`src/rtl/mmm_pkg.sv`:
```
// Shared core types: machine width, PC offset, BTB resolution record and the
// branch queue entry holding one in-flight prediction.
package mmm_pkg;

  localparam int XLEN   = 32;
  localparam int OFFSET = 2;

  typedef struct packed {
    logic [XLEN-1:0] pc;
    logic [XLEN-1:0] target;
  } resolution_t;

  typedef struct packed {
    logic [XLEN-1:0]        pc;
    logic                   taken;
    logic [XLEN-OFFSET-1:0] target;
  } bq_entry_t;

endpackage

```
`src/rtl/branch_queue_if.sv`:
```
// Fetch/execute-facing signals of the branch queue; the queue uses the slave side.
interface branch_queue_if #(parameter int DEPTH_BITS = 3);
  import mmm_pkg::*;

  // pred_valid_i pushes when !full_o and exe_valid_i pops when !empty_o, both at
  // the rising clock edge; neither side ever stalls, rejected requests are dropped.
  logic                   flush_i;
  logic                   pred_valid_i;
  logic [XLEN-1:0]        pred_pc_i;
  logic                   pred_taken_i;
  logic [XLEN-OFFSET-1:0] pred_target_i;
  logic                   exe_valid_i;
  logic                   exe_taken_i;
  logic [XLEN-1:0]        exe_target_i;
  logic                   full_o;
  logic                   empty_o;
  logic [DEPTH_BITS:0]    count_o;
  logic                   btb_valid_o;
  logic                   btb_del_entry_o;
  resolution_t            btb_res_o;
  logic                   mispredict_o;
  logic [XLEN-1:0]        redirect_pc_o;
  logic                   underflow_o;

  modport master (
    output flush_i, pred_valid_i, pred_pc_i, pred_taken_i, pred_target_i,
           exe_valid_i, exe_taken_i, exe_target_i,
    input  full_o, empty_o, count_o, btb_valid_o, btb_del_entry_o, btb_res_o,
           mispredict_o, redirect_pc_o, underflow_o
  );

  modport slave (
    input  flush_i, pred_valid_i, pred_pc_i, pred_taken_i, pred_target_i,
           exe_valid_i, exe_taken_i, exe_target_i,
    output full_o, empty_o, count_o, btb_valid_o, btb_del_entry_o, btb_res_o,
           mispredict_o, redirect_pc_o, underflow_o
  );

endinterface

```
`src/rtl/branch_queue.sv`:
```
// In-order queue of branch predictions; each resolution from execute is compared
// against the oldest prediction to produce BTB updates and mispredict redirects.
module branch_queue
  import mmm_pkg::*;
#(
  parameter int DEPTH_BITS = 3
) (
  input logic          clk_i,
  input logic          rst_i,
  branch_queue_if.slave bq
);

  localparam int                  DEPTH      = 2 ** DEPTH_BITS;
  localparam logic [DEPTH_BITS:0] FULL_COUNT = (DEPTH_BITS + 1)'(DEPTH);
  localparam logic [DEPTH_BITS:0] COUNT_ONE  = (DEPTH_BITS + 1)'(1);
  localparam logic [DEPTH_BITS-1:0] PTR_ONE  = DEPTH_BITS'(1);

  bq_entry_t             mem [DEPTH];
  logic [DEPTH_BITS-1:0] rd_ptr;
  logic [DEPTH_BITS-1:0] wr_ptr;
  logic [DEPTH_BITS:0]   count;

  bq_entry_t head;
  logic      full;
  logic      empty;
  logic      do_push;
  logic      do_pop;
  logic      mispred;

  assign full       = (count == FULL_COUNT);
  assign empty      = (count == '0);
  assign bq.full_o  = full;
  assign bq.empty_o = empty;
  assign bq.count_o = count;

  always_comb begin
    head    = mem[rd_ptr];
    do_push = bq.pred_valid_i && !full;
    do_pop  = bq.exe_valid_i && !empty;
    // Target only matters when both sides agree the branch is taken.
    mispred = (head.taken != bq.exe_taken_i) ||
              (head.taken && bq.exe_taken_i &&
               (head.target != bq.exe_target_i[XLEN-1:OFFSET]));
  end

  // Storage needs no reset; an entry is only read after it has been written.
  always_ff @(posedge clk_i) begin
    if (do_push) begin
      mem[wr_ptr] <= '{pc: bq.pred_pc_i, taken: bq.pred_taken_i, target: bq.pred_target_i};
    end
  end

  always_ff @(posedge clk_i) begin
    if (rst_i || bq.flush_i) begin
      rd_ptr             <= '0;
      wr_ptr             <= '0;
      count              <= '0;
      bq.btb_valid_o     <= 1'b0;
      bq.btb_del_entry_o <= 1'b0;
      bq.btb_res_o       <= '0;
      bq.mispredict_o    <= 1'b0;
      bq.redirect_pc_o   <= '0;
      bq.underflow_o     <= 1'b0;
    end else begin
      bq.btb_valid_o     <= 1'b0;
      bq.btb_del_entry_o <= 1'b0;
      bq.btb_res_o       <= '0;
      bq.mispredict_o    <= 1'b0;
      bq.redirect_pc_o   <= '0;
      bq.underflow_o     <= bq.exe_valid_i && empty;

      if (do_pop) begin
        if (bq.exe_taken_i) begin
          bq.btb_valid_o <= 1'b1;
          bq.btb_res_o   <= '{pc: head.pc, target: bq.exe_target_i};
        end else if (head.taken) begin
          bq.btb_valid_o     <= 1'b1;
          bq.btb_del_entry_o <= 1'b1;
          bq.btb_res_o       <= '{pc: head.pc, target: '0};
        end
        if (mispred) begin
          bq.mispredict_o  <= 1'b1;
          bq.redirect_pc_o <= bq.exe_taken_i ? bq.exe_target_i : head.pc + XLEN'(4);
        end
      end

      // Everything younger than a mispredicted branch is wrong-path, including a same-cycle push.
      if (do_pop && mispred) begin
        rd_ptr <= '0;
        wr_ptr <= '0;
        count  <= '0;
      end else begin
        if (do_push) wr_ptr <= wr_ptr + PTR_ONE;
        if (do_pop)  rd_ptr <= rd_ptr + PTR_ONE;
        case ({do_push, do_pop})
          2'b10:   count <= count + COUNT_ONE;
          2'b01:   count <= count - COUNT_ONE;
          default: count <= count;
        endcase
      end
    end
  end

endmodule

```
`src/flat_wrapper.sv`:
```
// flat-port wrapper written by rule: the top's interface ports become plain ports
module branch_queue_flat import mmm_pkg::*;
#(
  parameter int DEPTH_BITS = 3
)
  (clk_i, rst_i, bq_flush_i, bq_pred_valid_i, bq_pred_pc_i, bq_pred_taken_i, bq_pred_target_i, bq_exe_valid_i, bq_exe_taken_i, bq_exe_target_i, bq_full_o, bq_empty_o, bq_count_o, bq_btb_valid_o, bq_btb_del_entry_o, bq_btb_res_o, bq_mispredict_o, bq_redirect_pc_o, bq_underflow_o);
  branch_queue_if #(.DEPTH_BITS(DEPTH_BITS)) bq_i ();
  input logic clk_i;
  input logic rst_i;
  input wire logic [$bits(bq_i.flush_i)-1:0] bq_flush_i;
  input wire logic [$bits(bq_i.pred_valid_i)-1:0] bq_pred_valid_i;
  input wire logic [$bits(bq_i.pred_pc_i)-1:0] bq_pred_pc_i;
  input wire logic [$bits(bq_i.pred_taken_i)-1:0] bq_pred_taken_i;
  input wire logic [$bits(bq_i.pred_target_i)-1:0] bq_pred_target_i;
  input wire logic [$bits(bq_i.exe_valid_i)-1:0] bq_exe_valid_i;
  input wire logic [$bits(bq_i.exe_taken_i)-1:0] bq_exe_taken_i;
  input wire logic [$bits(bq_i.exe_target_i)-1:0] bq_exe_target_i;
  output wire logic [$bits(bq_i.full_o)-1:0] bq_full_o;
  output wire logic [$bits(bq_i.empty_o)-1:0] bq_empty_o;
  output wire logic [$bits(bq_i.count_o)-1:0] bq_count_o;
  output wire logic [$bits(bq_i.btb_valid_o)-1:0] bq_btb_valid_o;
  output wire logic [$bits(bq_i.btb_del_entry_o)-1:0] bq_btb_del_entry_o;
  output wire logic [$bits(bq_i.btb_res_o)-1:0] bq_btb_res_o;
  output wire logic [$bits(bq_i.mispredict_o)-1:0] bq_mispredict_o;
  output wire logic [$bits(bq_i.redirect_pc_o)-1:0] bq_redirect_pc_o;
  output wire logic [$bits(bq_i.underflow_o)-1:0] bq_underflow_o;
  assign bq_i.flush_i = bq_flush_i;
  assign bq_i.pred_valid_i = bq_pred_valid_i;
  assign bq_i.pred_pc_i = bq_pred_pc_i;
  assign bq_i.pred_taken_i = bq_pred_taken_i;
  assign bq_i.pred_target_i = bq_pred_target_i;
  assign bq_i.exe_valid_i = bq_exe_valid_i;
  assign bq_i.exe_taken_i = bq_exe_taken_i;
  assign bq_i.exe_target_i = bq_exe_target_i;
  assign bq_full_o = bq_i.full_o;
  assign bq_empty_o = bq_i.empty_o;
  assign bq_count_o = bq_i.count_o;
  assign bq_btb_valid_o = bq_i.btb_valid_o;
  assign bq_btb_del_entry_o = bq_i.btb_del_entry_o;
  assign bq_btb_res_o = bq_i.btb_res_o;
  assign bq_mispredict_o = bq_i.mispredict_o;
  assign bq_redirect_pc_o = bq_i.redirect_pc_o;
  assign bq_underflow_o = bq_i.underflow_o;
  branch_queue #(.DEPTH_BITS(DEPTH_BITS)) u_core (.clk_i(clk_i), .rst_i(rst_i), .bq(bq_i));
endmodule
```
`config.mk`:
```
export PLATFORM = sky130hd
export DESIGN_NAME = branch_queue_flat
export DESIGN_NICKNAME = d
export VERILOG_FILES = /design/src/rtl/mmm_pkg.sv /design/src/rtl/branch_queue_if.sv /design/src/rtl/branch_queue.sv /design/src/flat_wrapper.sv
export SDC_FILE = /design/constraint.sdc
export NUM_CORES = 1
export LEC_CHECK = 0
export CORE_MARGIN = 2
export CORE_UTILIZATION = 40
export DETAILED_ROUTE_END_ITERATION = 10
export PLACE_DENSITY_LB_ADDON = 0.2
export SLEW_MARGIN = 20
export SYNTH_ARGS = -nofsm -noshare
export SYNTH_HDL_FRONTEND = slang
export SYNTH_SLANG_ARGS = --single-unit
```
`constraint.sdc`:
```
create_clock -name clk_i -period 9.53 [get_ports clk_i]
set_clock_uncertainty 0.2 [all_clocks]
set_input_delay 1.906 -clock clk_i [delete_from_list [all_inputs] [get_ports clk_i]]
set_output_delay 1.906 -clock clk_i [all_outputs]
set_load 0.02 [all_outputs]
```
==> results of run 1 <==
==> final timing paths <==
path	startpoint	endpoint	slack [ns]
worst max-delay path	register	u_core.bq.redirect_pc_o[18]	4.70
worst min-delay path	u_core.rd_ptr[1]	register	0.30
worst max register to register	register	u_core.bq.redirect_pc_o[18]	4.70
worst min register to register	u_core.rd_ptr[1]	register	0.30
==> Yosys cell counts, types with 6 or more instances <==
cell / number
sky130_fd_sc_hd__a211oi_1: 15
sky130_fd_sc_hd__a21oi_1: 22
sky130_fd_sc_hd__a22o_1: 17
sky130_fd_sc_hd__and3_1: 35
sky130_fd_sc_hd__buf_2: 23
sky130_fd_sc_hd__buf_4: 11
sky130_fd_sc_hd__buf_6: 6
sky130_fd_sc_hd__clkbuf_1: 22
sky130_fd_sc_hd__dfxtp_1: 113
sky130_fd_sc_hd__edfxtp_1: 504
sky130_fd_sc_hd__ha_1: 8
sky130_fd_sc_hd__inv_1: 12
sky130_fd_sc_hd__mux2_2: 38
sky130_fd_sc_hd__mux2i_1: 84
sky130_fd_sc_hd__mux4_2: 90
sky130_fd_sc_hd__nand2_1: 29
sky130_fd_sc_hd__nand2b_1: 9
sky130_fd_sc_hd__nand3_1: 13
sky130_fd_sc_hd__nand4_1: 9
sky130_fd_sc_hd__nor2_1: 82
sky130_fd_sc_hd__nor2b_1: 11
sky130_fd_sc_hd__nor3_1: 10
sky130_fd_sc_hd__nor4_1: 6
sky130_fd_sc_hd__o21ai_0: 25
sky130_fd_sc_hd__o22ai_1: 16
sky130_fd_sc_hd__or3_1: 21
sky130_fd_sc_hd__xnor2_1: 20
sky130_fd_sc_hd__xor2_1: 18
==> power groups by stage <==
stage               Sequential, mW  Combinational (mW)  Clock (mW)
floorplan                     3.02               0.109           0
global placement              3.01               0.250           0
detailed placement            3.02               0.254           0
CTS                           2.96               0.255        2.47
global route                  2.96               0.272        2.57
finish                        2.96               0.252        2.43
==> final cells by class <==
class | count | area, um2
Inverter | 13 | 48.8
Sequential cell | 617 | 17400
Clock buffer | 102 | 1900
Fill cell | 4853 | 30100
Clock inverter | 17 | 126
Tap cell | 773 | 967
Antenna cell | 4 | 10.0
Timing Repair Buffer | 236 | 2300
Multi-Input combinational cell | 619 | 5850
==> placed cells by master, fill, tap and decap left out, drive strengths merged, types with 3 or more instances in the layout <==
cell and count:
and3 35, nor3 10, clkinv 14, and2 3
nor3b 4, mux2 38, nor4 6, edfxtp 504
o21ai 28, a211oi 15, xor2 18, xnor2 20
nor2b 11, a22o 17, or3 21, nor2 82
nand4 10, nand2 29, mux4 90, a31oi 3
buf 31, clkbuf 102, ha 8, o22ai 16
mux2i 84, a21oi 22, nand3 13, nand2b 9
nand3b 3, or4 3, dfxtp 113, diode 4
a21o 3, inv 14, clkdlybuf4s50 205
==> worst min-delay path, stage by stage (launching register included) <==
cell and delay (ns):
sky130_fd_sc_hd__dfxtp_1 0.31, sky130_fd_sc_hd__nand3_1 0.06, sky130_fd_sc_hd__o21ai_0 0.09
==> kinds of logic (layout without fill, tap and decap cells) <==
| family | count (synthesis) | count (layout) | synth area share (%) |
|---|---|---|---|
| DFF | 617 | 617 | 73.8 |
| and+or+nand+nor | 245 | 245 | 5.38 |
| muxes | 212 | 212 | 14.0 |
| AOI/OAI and AO/OA | 115 | 115 | 3.24 |
| buffers and inverters | 77 | 368 | 1.71 |
| xor gates and xnor gates | 38 | 38 | 1.41 |
| adders and majority gates | 9 | 9 | 0.509 |
| other | 0 | 4 | 0 |
==> routing by layer <==
metal	track usage [%]	part of all wire (%)	vias up	wire length, um
li1	-	-	5661	-
met3	3.91	5.9	94	3550
met2	31.0	47	400	28000
met4	7.00	2.7	6	1610
met5	0	0.062	-	37
met1	27.5	45	6534	26700
==> flip-flops by register name (all words and copies together), names as in the netlist, named ones only <==
name / count
u_core.bq.redirect_pc_o: 32
u_core.bq.btb_del_entry_o: 1
u_core.bq.btb_res_o: 64
u_core.rd_ptr: 3
u_core.wr_ptr: 3
u_core.bq.mispredict_o: 1
u_core.bq.underflow_o: 1
u_core.mem: 504
u_core.bq.count_o: 4
u_core.bq.btb_valid_o: 1
==> summary by stage, run 1 <==
Outcome
The flow ran to the end, and the final reports show no timing, DRC or antenna violations.

Power and ir drop
The share of total power in the clock network is 43.0%. The switching power total is ~1.2 mW. The cell leakage power is 9.27 nW.

The total power of the final layout is 5.64 mW. The fraction of power consumed by combinational cells is 4.5%. For this design the ratio of total power to cell area is 197 mW/mm2. VDD sags by at most around 100 uV.

The internal power is 4.48 mW. The switching power share of the total is 20.5%. The sequential share of power is 52.5%.

Timing
The pin slew with the least headroom to its limit is about 1.0 ns. The number of pins with negative max-slew slack in the final report is 0. The tightest hold path in the finished design has a slack of 0.303 ns. Derived from the worst setup path, the maximum achievable clock frequency is a little over 200 MHz. In the finished design, the share of the clock period the worst path needs comes to 50.7%. Setup repair after global routing left no endpoint under its margin. The headroom to the max-slew limit is between 30% and 40%. The least setup slack across all paths after layout is 4.70 ns. The routed design could run at a clock period as short as 4.83 ns. Setup violations remaining at the end of the flow were counted as 0. The final-report hold violation count is 0. The accumulated negative setup slack is 0 ns.

Floorplanning
The die covers 0.0609 mm2. In this run the horizontal extent of the chip is around 250 um. The initial cell density of the core is 40.2%.

In this run the vertical extent of the chip is 247 um. The floorplan row count is 89. The top-level port count is 207. In this run the standard cell core region covers 0.0587 mm2.

Placed design
Routability-driven placement finished with a final weighted congestion of 0.767. After detailed placement, the total cell area comes to between 0.02 and 0.03 mm2. The HPWL after detailed placement is 37.1 mm. During placement, the flow inserted port buffers numbering approximately 200. Including well taps, the total number of placed cells is 2257. The pre-CTS worst setup slack is 4.20 ns.

Layout
The fraction of layout cells with a size suffix above 1 is 16.1%. The layout overhead on the synthesized area is 21.3%. The post-route non-filler standard cell count is between 2000 and 2500.

The post-route core utilization is 48.8%. Summing all non-filler instances in the final layout gives an area of ~0.029 mm2. The post-layout net count is 1663.

Setup path
The startpoint type of the worst setup path is a register. The critical path is of the reg2reg type. The kind of end point of the critical path is a register. On the critical path, the stage with the largest delay is an instance of sky130_fd_sc_hd__buf_4. Counting stages on the worst path, the most repeated cell is sky130_fd_sc_hd__buf_4. The required time at the endpoint of the critical path is 9.78 ns. Grouping stages by cell kind, the critical path spends the most delay in buffers and inverters.

The critical path goes through buf_4 > mux4_2 > mux2i_1 > xor2_1 > nand3_1 > or4_1 > o41a_1 > o21ai_2 > buf_4 > nor2_1. The buffers plus inverters on the worst setup path is 2. The number of cells on the worst reg-to-reg path is 10.

In this run the worst path has a maximum fanout of 47. At the worst endpoint, the arrival time is 5.08 ns. The critical path crosses 10 cells after its start point.

The biggest cell delay along the critical path is approximately 0.75 ns.

CTS
The deepest clock path buffer count is 3. The clock-pin slew reported for the worst setup and hold paths after clock tree synthesis is 0.06 ns. The CTS tree is done. In this run, post-CTS repair resized a total of 0 instances. For this design, the CTS-stage hold fixing added 0 buffers. The buffers inserted during post-CTS setup optimization is 0. Clock latency on the worst-skew pair, taken at its later pin, is 0.60 ns. In this run the number of H-tree levels came out at 3. The clock net sink count is 617.

The buffer type at the clock tree root is sky130_fd_sc_hd__clkbuf_16. The TritonCTS buffer count is 66.

Logic synthesis
The Yosys warning count is 0. In this run, synthesis produced a sequential element count of 617. The number of synthesized flops with an enable pin is 504.

The post-synthesis instance area is approximately 0.024 mm2. The count of different cell masters after synthesis is 55. The commonest register cell after synthesis is sky130_fd_sc_hd__edfxtp_1. Sequential cells were found to cover 73.8% of the synthesized design area. In this run the biggest area consumer among cell types represents around 64% of the synthesized area. The share of synthesized registers carrying an async set or reset is 0%. The most area-hungry cell type in the Yosys netlist is sky130_fd_sc_hd__edfxtp_1. The count of mapped cells out of synthesis is about 1300. The mean post-synth cell area is 18.0 um2. The number of nets handed over by synthesis was 1423.

Yosys attributes the largest share of cell area to sky130_fd_sc_hd__edfxtp_1 64%, sky130_fd_sc_hd__dfxtp_1 9.6%, sky130_fd_sc_hd__mux4_2 8.6%, sky130_fd_sc_hd__mux2i_1 3.6%, sky130_fd_sc_hd__mux2_2 1.8%.

Min path
The type of the most critical hold path is reg2reg. The hold-critical path depth is 2.

Routing
The first routing iteration left roughly 1100 violations. The remaining number of nets flagged by the antenna check after routing is 0. The first TritonRoute pass finished after 5 iterations. In the routed design, unresolved DRC markers number 0. The routed via count is 12700.

The detailed-route wire length per cell is 25.1 um. The average via count per standard cell is 5.33. The routed wire length is 59.9 mm.

GRT
In the global route stage, overall resource usage came out at 19.8%. The pin count of the biggest net entering global routing is between 50 and 60. The via count of the first global-routing pass is 12900. The sum of overflow across all layers after global routing is 0.

The first global-routing pass estimated between 80 and 90 mm of wire. The initial antenna violation count came to 6.

Run
The tool flagged a number of max-cap violations equal to 0.
Power figures use the tool's default switching activity.
==> inputs of run 2 (changes only) <==
==> constraint.sdc (replaced) <==
create_clock -name clk_i -period 4.9 [get_ports clk_i]
set_clock_uncertainty 0.2 [all_clocks]
set_input_delay 0.98 -clock clk_i [delete_from_list [all_inputs] [get_ports clk_i]]
set_output_delay 0.98 -clock clk_i [all_outputs]
set_load 0.02 [all_outputs]
==> summary by stage, run 2 (synthesis results as in run 1) <==
CTS
In this run, post-CTS repair resized a total of 0 instances. In this run, CTS created clock tree buffers numbering 66. Clock latency on the worst-skew pair, taken at its later pin, is 0.61 ns. TritonCTS built the clock tree.

The number of buffers added to fix hold violations after cts is 0. After clock tree synthesis, the setup repair step added 0 buffers. The clock net sink count is between 600 and 700. The clock passes through at most 3 buffers. The buffer type at the clock tree root is sky130_fd_sc_hd__clkbuf_16. The clock-pin slew reported for the worst setup and hold paths after clock tree synthesis is 0.06 ns. The H-tree depth reported by CTS is 3.

Routing
The first routing iteration left 1104 violations. The detailed-route wire length per cell is 25.9 um. Using the TritonRoute via totals, the vias-per-cell ratio works out to 5.40. The count of nets left with antenna violations once routing finished came out at 0.

The routed wire length is 61.8 mm. The post-detailed-route DRC marker count is 0. The first detailed-routing pass took 5 iterations. The routed via count is approximately 13000.

Power and ir drop
For this design the static power due to leakage is 9.39 nW. The share of total power in the clock network is 43.8%. The power density over cell area is a little under 400 mW/mm2. VDD sags by at most 231 uV. The internal portion of the total power is 8.81 mW. Of the total power, registers draw just over 50%.

Summing internal, switching and leakage power gives 11.2 mW. Of the total power, the share spent switching nets is 21.0%. For this design the total switching power over the nets is 2.34 mW. Per report_power, the combinational group accounts for under 10% of the total.

Layout
The multi-input combinational cell area is ~0.0059 mm2. Leaving out fill and tap cells, the most frequent cell in the layout is sky130_fd_sc_hd__edfxtp_1. The filler cells instantiated in the layout total between 4000 and 5000. The post-route netlist has 17.2% of its cells at a drive strength greater than 1. The library cells used most frequently in the layout, excluding fill and tap cells, are 504 x sky130_fd_sc_hd__edfxtp_1, 205 x sky130_fd_sc_hd__clkdlybuf4s50_1, 110 x sky130_fd_sc_hd__dfxtp_1, 90 x sky130_fd_sc_hd__mux4_2, 84 x sky130_fd_sc_hd__mux2i_1. The area used by sequential logic in the layout is ~0.017 mm2. The layout overhead on the synthesized area is 22.6%. The register with the highest flop count is u_core.mem. The antenna cell count is 0.

The flip-flop count of the largest register after layout is 504. In the final design database the tool counted 1670 nets. In the final layout, the registers with the most flip-flops are u_core.mem: 504 flops, u_core.bq.btb_res_o: 64 flops, u_core.bq.redirect_pc_o: 32 flops.

Setup path
Data on the critical path arrives at its endpoint at around 4.3 ns. STA classifies the critical path endpoint as a register. The type of the worst setup path is reg2reg. The largest fanout on the critical path is 42. Data on the critical path is required at its endpoint by roughly 5.2 ns. The startpoint type of the worst setup path is a register.

Floorplanning
The floorplan step defined a die boundary enclosing 0.0609 mm2. After floorplanning, the core was sized to cover a little under 0.06 mm2. The initial cell density of the core is 40.2%. In this run the horizontal extent of the chip is around 250 um. The die height is 247 um. about 210 I/O pins were placed.

Row generation in the floorplan step produced 89 rows.

Timing
The number of pins with negative max-slew slack in the final report is 0. The accumulated negative setup slack is 0 ns. After layout, the worst path uses 81.2% of the clock period. The shortest period the worst path allows is about 4.0 ns. Setup repair after global routing left no endpoint under its margin. The headroom to the max-slew limit is about two fifths. At the pin with the least slew margin, the transition time is about 0.92 ns.

The number of endpoints failing setup at the final stage is 0. The worst hold margin is 0.372 ns. The final-report hold violation count came to 0.

For this run, the top clock speed supported by timing is 251 MHz.

Outcome
The flow ran to the end, and the final reports show no timing, DRC or antenna violations.

GRT
Entering global routing, the biggest net connects 64 pins. For this run the aggregate overflow at the end of global routing stands at 0. The initial antenna violation count is 4. The via count of the first global-routing pass came to approximately 13000.

The first global-routing pass estimated between 80 and 90 mm of wire. The combined global-route utilization of all metal layers is approximately a fifth.

Placed design
Routability-driven placement finished with a final weighted congestion of 0.787. The HPWL after detailed placement is 38.5 mm. Port buffering added 206 buffers.

Min path
The type of the most critical hold path is reg2reg. The worst hold path begins at u_core.rd_ptr[0].

Run
The count of max-cap constraint violations is 0.
==> run 2: cell count changes in the layout (fill, tap and decap cells not counted), moves of 3 or more <==
cell	before	now
sky130_fd_sc_hd__diode_2	4	0
sky130_fd_sc_hd__buf_4	29	23
sky130_fd_sc_hd__inv_6	1	6
sky130_fd_sc_hd__clkbuf_1	30	18
sky130_fd_sc_hd__clkbuf_8	1	6
sky130_fd_sc_hd__clkbuf_16	71	68
sky130_fd_sc_hd__buf_12	0	14
==> run 2: path summary, 6_finish.rpt <==
path	end	slack, ns	cells past startpoint
setup / recovery	u_core.bq.count_o[1]	0.92	9
hold / removal	u_core.rd_ptr[0]	0.37	1
setup reg to reg	u_core.bq.count_o[1]	0.92	9
hold reg to reg	u_core.rd_ptr[0]	0.37	1
==> run 2: power by group through the flow <==
stage | Clock [mW] | Combinational (mW) | Sequential [mW]
6_report | 4.89 | 0.510 | 5.75
5_1_grt | 5.16 | 0.548 | 5.76
4_1_cts | 4.97 | 0.514 | 5.75
3_5_place_dp | 0 | 0.512 | 5.87
3_3_place_gp | 0 | 0.505 | 5.86
2_1_floorplan | 0 | 0.213 | 5.87
==> run 2: layout make-up <==
type,count,share of cell area [%]
clock buffer,92,6.40
clock inverter,30,0.939
inverter,13,0.169
multi-input combinational,619,20.3
sequential,617,60.2
tap,773,3.34
timing repair buffer,243,8.68
==> run 2: routing by layer <==
| layer | GRT usage, % | wire, um |
|---|---|---|
| met5 | 0 | 19 |
| met3 | 3.82 | 4000 |
| met4 | 6.13 | 1360 |
| met1 | 28.8 | 27300 |
| met2 | 32.4 | 29200 |
==> run 2: critical path: stages (launching register included) <==
cell                       delay (ns)
sky130_fd_sc_hd__dfxtp_4         0.60
sky130_fd_sc_hd__buf_12          0.30
sky130_fd_sc_hd__nor2b_1         0.45
sky130_fd_sc_hd__a22o_1          0.26
sky130_fd_sc_hd__or3_1           0.15
sky130_fd_sc_hd__nand4_1         0.09
sky130_fd_sc_hd__or4_1           0.65
sky130_fd_sc_hd__o41ai_2         0.54
sky130_fd_sc_hd__nand2b_1        0.28
sky130_fd_sc_hd__a211oi_1        0.30
==> run 2: metrics by stage <==
step | area [um2] | utilization (%) | worst slack (ns) | std cells
final | 28900 | 49.3 | 0.921 | 2387
after detailed placement | 26800 | 45.7 | 0.849 | 2265
after global placement | 26800 | 45.7 | 0.872 | 2265
after global routing | 28900 | 49.3 | 0.591 | 2387
after floorplan | 23600 | - | 0.103 | 1313
after CTS | 28900 | 49.3 | 0.877 | 2387
